### config.mk
export PLATFORM = sky130hd
export DESIGN_NAME = mfreg_seq
export DESIGN_NICKNAME = d
export VERILOG_FILES = /design/src/rtl/mfreg_seq_pkg.sv /design/src/rtl/mfreg_seq.sv
export SDC_FILE = /design/constraint.sdc
export NUM_CORES = 1
export LEC_CHECK = 0
export ABC_CLOCK_PERIOD_IN_PS = 1600
export CAP_MARGIN = 10
export CORE_AREA = 2 2 43 45
export CTS_BUF_LIST = sky130_fd_sc_hd__clkbuf_2
export CTS_CLUSTER_SIZE = 25
export DETAILED_ROUTE_END_ITERATION = 6
export DIE_AREA = 0 0 45 47
export HOLD_SLACK_MARGIN = 0.15
export PLACE_DENSITY = 0.88
export SLEW_MARGIN = 20
export SYNTH_ARGS = -nofsm -noshare
export SYNTH_HDL_FRONTEND = slang
export SYNTH_SLANG_ARGS = --single-unit
export TNS_END_PERCENT = 20
### constraint.sdc
create_clock -name clk -period 1.6 [get_ports clk]
set_clock_uncertainty 0.05 [all_clocks]
set_input_delay 0.48 -clock clk [delete_from_list [all_inputs] [get_ports clk]]
set_output_delay 0.48 -clock clk [all_outputs]
set_load 0.02 [all_outputs]
### src/rtl/mfreg_seq_pkg.sv
// mfreg_seq_pkg: shared encodings for the mfreg command sequencer.
//   op_e    : command opcodes carried on cmd_op
//   state_e : sequencer FSM states
package mfreg_seq_pkg;

  typedef enum logic [1:0] {
    OP_LOAD = 2'b00,
    OP_SHR  = 2'b01,
    OP_SHL  = 2'b10,
    OP_CLR  = 2'b11
  } op_e;

  typedef enum logic [2:0] {
    ST_IDLE  = 3'd0,
    ST_LOAD  = 3'd1,
    ST_CLR   = 3'd2,
    ST_SHIFT = 3'd3,
    ST_DONE  = 3'd4
  } state_e;

endpackage

### src/rtl/mfreg_seq.sv
// mfreg_seq: expands one valid/ready command into per-cycle mfreg controls.
// Ports:
//   clk, rst_n            clock (rising edge), async active-low reset
//   cmd_valid/cmd_ready   command handshake; ready only in IDLE
//   cmd_op                00 LOAD, 01 SHR, 10 SHL, 11 CLEAR
//   cmd_data              load value or serial shift pattern
//   cmd_len               shift count (0 or >WIDTH means WIDTH)
//   abort                 ends an in-progress shift after the current cycle
//   busy                  command in progress
//   done                  one-cycle pulse after the last control cycle
//   mf_I/mf_rst/mf_ld/mf_shr/mf_shl/mf_shin   controls to mfreg
// All outputs decode registered state only.
module mfreg_seq
  import mfreg_seq_pkg::*;
#(
  parameter int WIDTH = 4,
  parameter int LEN_W = $clog2(WIDTH + 1)
) (
  input  logic             clk,
  input  logic             rst_n,
  input  logic             cmd_valid,
  output logic             cmd_ready,
  input  logic [1:0]       cmd_op,
  input  logic [WIDTH-1:0] cmd_data,
  input  logic [LEN_W-1:0] cmd_len,
  input  logic             abort,
  output logic             busy,
  output logic             done,
  output logic [WIDTH-1:0] mf_I,
  output logic             mf_rst,
  output logic             mf_ld,
  output logic             mf_shr,
  output logic             mf_shl,
  output logic             mf_shin
);

  localparam logic [LEN_W-1:0] WLEN = LEN_W'(WIDTH);
  localparam logic [LEN_W-1:0] ONE  = LEN_W'(1);

  state_e           state_q, state_d;
  logic [WIDTH-1:0] pat_q, pat_d;   // load value, or remaining shift pattern
  logic [LEN_W-1:0] cnt_q, cnt_d;   // shift bits still to emit
  logic             shl_q, shl_d;   // shift direction of the current command
  logic [LEN_W-1:0] len_eff;

  // Zero and oversize lengths both mean a full-width shift.
  always_comb begin
    len_eff = cmd_len;
    if (cmd_len == '0 || cmd_len > WLEN) len_eff = WLEN;
  end

  always_comb begin
    state_d = state_q;
    pat_d   = pat_q;
    cnt_d   = cnt_q;
    shl_d   = shl_q;
    case (state_q)
      ST_IDLE: begin
        if (cmd_valid) begin
          pat_d = cmd_data;
          cnt_d = len_eff;
          shl_d = (op_e'(cmd_op) == OP_SHL);
          case (op_e'(cmd_op))
            OP_LOAD: state_d = ST_LOAD;
            OP_CLR:  state_d = ST_CLR;
            default: state_d = ST_SHIFT;
          endcase
        end
      end
      ST_LOAD, ST_CLR: state_d = ST_DONE;
      ST_SHIFT: begin
        // Pattern moves so the next bit to emit sits at the output end.
        pat_d = shl_q ? {pat_q[WIDTH-2:0], 1'b0} : {1'b0, pat_q[WIDTH-1:1]};
        cnt_d = cnt_q - ONE;
        // An abort still lets the current cycle's shift land.
        if (cnt_q == ONE || abort) state_d = ST_DONE;
      end
      ST_DONE: state_d = ST_IDLE;
      default: state_d = ST_IDLE;
    endcase
  end

  always_ff @(posedge clk or negedge rst_n) begin
    if (!rst_n) begin
      state_q <= ST_IDLE;
      pat_q   <= '0;
      cnt_q   <= '0;
      shl_q   <= 1'b0;
    end else begin
      state_q <= state_d;
      pat_q   <= pat_d;
      cnt_q   <= cnt_d;
      shl_q   <= shl_d;
    end
  end

  assign cmd_ready = (state_q == ST_IDLE);
  assign busy      = ~cmd_ready;
  assign done      = (state_q == ST_DONE);
  assign mf_ld     = (state_q == ST_LOAD);
  assign mf_rst    = (state_q == ST_CLR);
  assign mf_shr    = (state_q == ST_SHIFT) & ~shl_q;
  assign mf_shl    = (state_q == ST_SHIFT) &  shl_q;
  assign mf_I      = mf_ld ? pat_q : '0;
  assign mf_shin   = (state_q == ST_SHIFT) & (shl_q ? pat_q[WIDTH-1] : pat_q[0]);

endmodule
==> results.json <==
{
  "drt-wirelength-per-cell_um": 14.00,
  "crit_type": "reg -> out",
  "core.rowCount": 15,
  "fp.dieArea_sq_mm": 0.002115,
  "max_freq_mhz": 530.4,
  "synth-edff-count": 0,
  "largest_net_degree_at_the_start_of_global_routing": 12,
  "critical-path-slowest-cell": "sky130_fd_sc_hd__dfrtp_2",
  "setup-tns-final_ns": -1.989,
  "ys_warn_count": 0,
  "floorplan.die.height_um": 47,
  "synthFlopType": "sky130_fd_sc_hd__dfrtp_1",
  "drt_first_pass_iters": 4,
  "syn_nets": 88,
  "antenna_cells_inserted": 0,
  "first_global_vias": 735,
  "fin_worst_hold_slack_ns": 0.4293,
  "mappedNetlistArea_sq_um": 710.7,
  "nNetsFinal": 136,
  "chipWidth_um": 45,
  "htreeDepth": 1,
  "grt_first_pass_wirelength_um": 3001,
  "failed_checks": "negative setup slack",
  "hold_violations": 0,
  "unrepaired_setup_endpoints_after_global_routing": "yes",
  "core_area_sq_mm": 0.001652,
  "half_perimeter_wire_length_after_placement_um": 1436,
  "floorplan.initialDensity_pct": 43.03,
  "share_of_yosys_cell_area_claimed_by_the_top_area_cell_type_pct": 38.73,
  "clkSlewWorstSetupHoldPaths_ns": 0.11,
  "final_util_pct": 72.65,
  "routabilityCongestion": 0.7616,
  "timing.slew.headroom_pct": 84.05,
  "post_cts_hold_buffer_count": 0,
  "cp_common_cell": "sky130_fd_sc_hd__buf_6",
  "cp.arrival_ns": 1.36,
  "post-route-cell-area_sq_mm": 0.001200,
  "cts_inserted_buffers": 3,
  "regToRegSetupSlack_ns": 0.01,
  "global_route.overflow_total": 0,
  "critPathLaunchType": "flip-flop",
  "kind_of_end_point_of_the_critical_path": "output port",
  "groute.usage.overall_pct": 20.37,
  "standby_leakage_power_nw": 0.5666,
  "worst_skew_pair.late_latency_ns": 0.27,
  "synth-seq-area-share_pct": 38.73,
  "post-synth-top-count-cell": "sky130_fd_sc_hd__dfrtp_1",
  "finish.cell_count_without_fillers": 136,
  "hold_class": "in -> async",
  "worst_case_clock_buffer_depth": 2,
  "run_status": "finished with violations",
  "post-route-drc-count": 0,
  "critical_path_peak_fanout": 5,
  "tightest_slew_ns": 0.2383,
  "io-pin-count": 25,
  "layout_setup_ws_ns": -0.2852,
  "clock-root-buffer": "sky130_fd_sc_hd__clkbuf_2",
  "dpl.cell_count": 130,
  "antenna_violating_nets_post_route": 0,
  "synth_area_per_cell_sq_um": 9.871,
  "io_buffer_count": 24,
  "layout_min_cycle_time_ns": 1.885,
  "cts_sinks": 11,
  "cts_tree": "built",
  "synth_top_cell_by_area": "sky130_fd_sc_hd__dfrtp_1",
  "drtIter0Drc": 10,
  "yosys_register_bits": 11,
  "report.final.slew_viol_count": 0,
  "antenna_violations_before_repair": 0,
  "number_of_distinct_library_cell_variants_in_the_gate_level_netlist_after_synthesis": 28,
  "post_route_cells_drive_above_1_share_pct": 45.38,
  "worst_path_largest_cell_delay_ns": 0.46,
  "dr_total_vias": 702,
  "synthToLayoutAreaGrowth_pct": 68.84,
  "p_per_area_mw_per_mm2": 1557,
  "asyncSetResetFlopFracSynth_pct": 100.0,
  "viasPerCell": 5.162,
  "max_cap_viol_count": 0,
  "dominant_cells_by_area_after_synthesis": "sky130_fd_sc_hd__dfrtp_1 39%, sky130_fd_sc_hd__mux2i_1 9.9%, sky130_fd_sc_hd__ha_1 5.3%",
  "timing.final.setup_violations": 12,
  "placed_cell_area_sq_mm": 0.001099,
  "synth.top_cells.by_count": "11 x sky130_fd_sc_hd__dfrtp_1, 7 x sky130_fd_sc_hd__mux2i_1, 6 x sky130_fd_sc_hd__nor2_1",
  "required_worst_endpoint_ns": 1.07,
  "period_share_pct": 117.8,
  "vdd.ir_drop.worst_uv": 878.5,
  "syn-instance-count": 72,
  "crit_chain": "nand3b_1 > buf_6 > nor2_4 > buf_6",
  "finalWirelength_um": 1904
}
==> registers in the layout, summed over array words and instances (netlist names) <==
register	cells
cnt_q	3
pat_q	4
shl_q	1
state_q	3
==> worst max-delay path: cells and delay by family, from the launching register on <==
family	cells	cell delay, ns
buf+inv	2	0.30
simple gates	2	0.32
flops	1	0.46
==> metrics by stage <==
| step | worst slack [ns] | power (W) |
|---|---|---|
| after floorplan | -0.07184 | 0.001073 |
| after global placement | -0.3734 | 0.001559 |
| after detailed placement | -0.5029 | 0.001614 |
| after CTS | -0.2845 | 0.001794 |
| after global routing | -0.3325 | 0.002005 |
| final | -0.2852 | 0.001868 |
==> cells in the final DEF, fill, tap and decap left out, types with 2 or more instances in the layout <==
| cell | count |
|---|---|
| sky130_fd_sc_hd__buf_4 | 22 |
| sky130_fd_sc_hd__and3_1 | 2 |
| sky130_fd_sc_hd__clkdlybuf4s50_1 | 12 |
| sky130_fd_sc_hd__a21oi_1 | 4 |
| sky130_fd_sc_hd__dfrtp_1 | 9 |
| sky130_fd_sc_hd__clkbuf_2 | 4 |
| sky130_fd_sc_hd__o21ai_1 | 3 |
| sky130_fd_sc_hd__mux2i_1 | 7 |
| sky130_fd_sc_hd__nand3b_1 | 3 |
| sky130_fd_sc_hd__nor3b_2 | 2 |
| sky130_fd_sc_hd__and2_1 | 2 |
| sky130_fd_sc_hd__nor2_1 | 4 |
| sky130_fd_sc_hd__inv_1 | 4 |
| sky130_fd_sc_hd__ha_1 | 2 |
| sky130_fd_sc_hd__a211oi_1 | 3 |
| sky130_fd_sc_hd__nor2b_1 | 3 |
| sky130_fd_sc_hd__and3_4 | 2 |
| sky130_fd_sc_hd__buf_6 | 11 |
| sky130_fd_sc_hd__nor2_4 | 2 |
| sky130_fd_sc_hd__dfrtp_2 | 2 |
==> timing repair <==
| item | 4_1_cts | 5_1_grt |
|---|---|---|
| hold endpoints to repair | 0 | 0 |
| cloned | 0 | 0 |
| gates resized for setup | 61 | 27 |
| pin swaps | 2 | 6 |
| endpoints found under the setup margin | 16 | 22 |
| setup buffers | 2 | 0 |
==> layer usage <==
layer	part of all wire (%)	up-vias	routed length, um	GRT usage [%]
met5	0	-	0	0
met4	2.4	0	45	12.94
met3	5.7	7	108	2.692
met2	55	26	1042	40.00
met1	37	317	707	19.90
li1	-	352	-	-
==> final cells by class <==
class                      instances  area, sq um
clock buffer                       4        20.02
tap                               17        21.27
inverter                           5        18.77
multi-input combinational         53        447.9
fill                             126        451.7
timing repair buffer              46        414.1
sequential                        11        277.8
==> worst paths after layout <==
path,from,end,depth (start not counted)
min in group clk,cnt_q[0]$_DFFE_PN0P_,cnt_q[0]$_DFFE_PN0P_,1
min reg2reg,cnt_q[0]$_DFFE_PN0P_,cnt_q[0]$_DFFE_PN0P_,1
max in group asynchronous,rst_n,state_q[2]$_DFFE_PN0P_,2
max reg2reg,state_q[0]$_DFFE_PN0P_,cnt_q[1]$_DFFE_PN0P_,6
min,rst_n,shl_q$_DFFE_PN0P_,2
max,state_q[2]$_DFFE_PN0P_,mf_shl,4
==> cell families after synthesis <==
group                      count (synthesis)  share of synthesized area [%]
adders and majority gates                  3                          5.282
AOI/OAI and AO/OA                         14                          12.85
and+or+nand+nor                           29                          26.76
buffers and inverters                      8                          6.513
muxes                                      7                          9.860
DFF                                       11                          38.73
==> report_power, final <==
part           leakage [nW]  internal (W)  switching (W)  total, W
Clock                0.0166     0.0000663      0.0000992  0.000166
Combinational         0.418      0.000642       0.000529   0.00117
Sequential            0.132      0.000408       0.000124  0.000532
Total                 0.567       0.00112       0.000752   0.00187
Note: power is estimated with default switching activity, not from simulation.
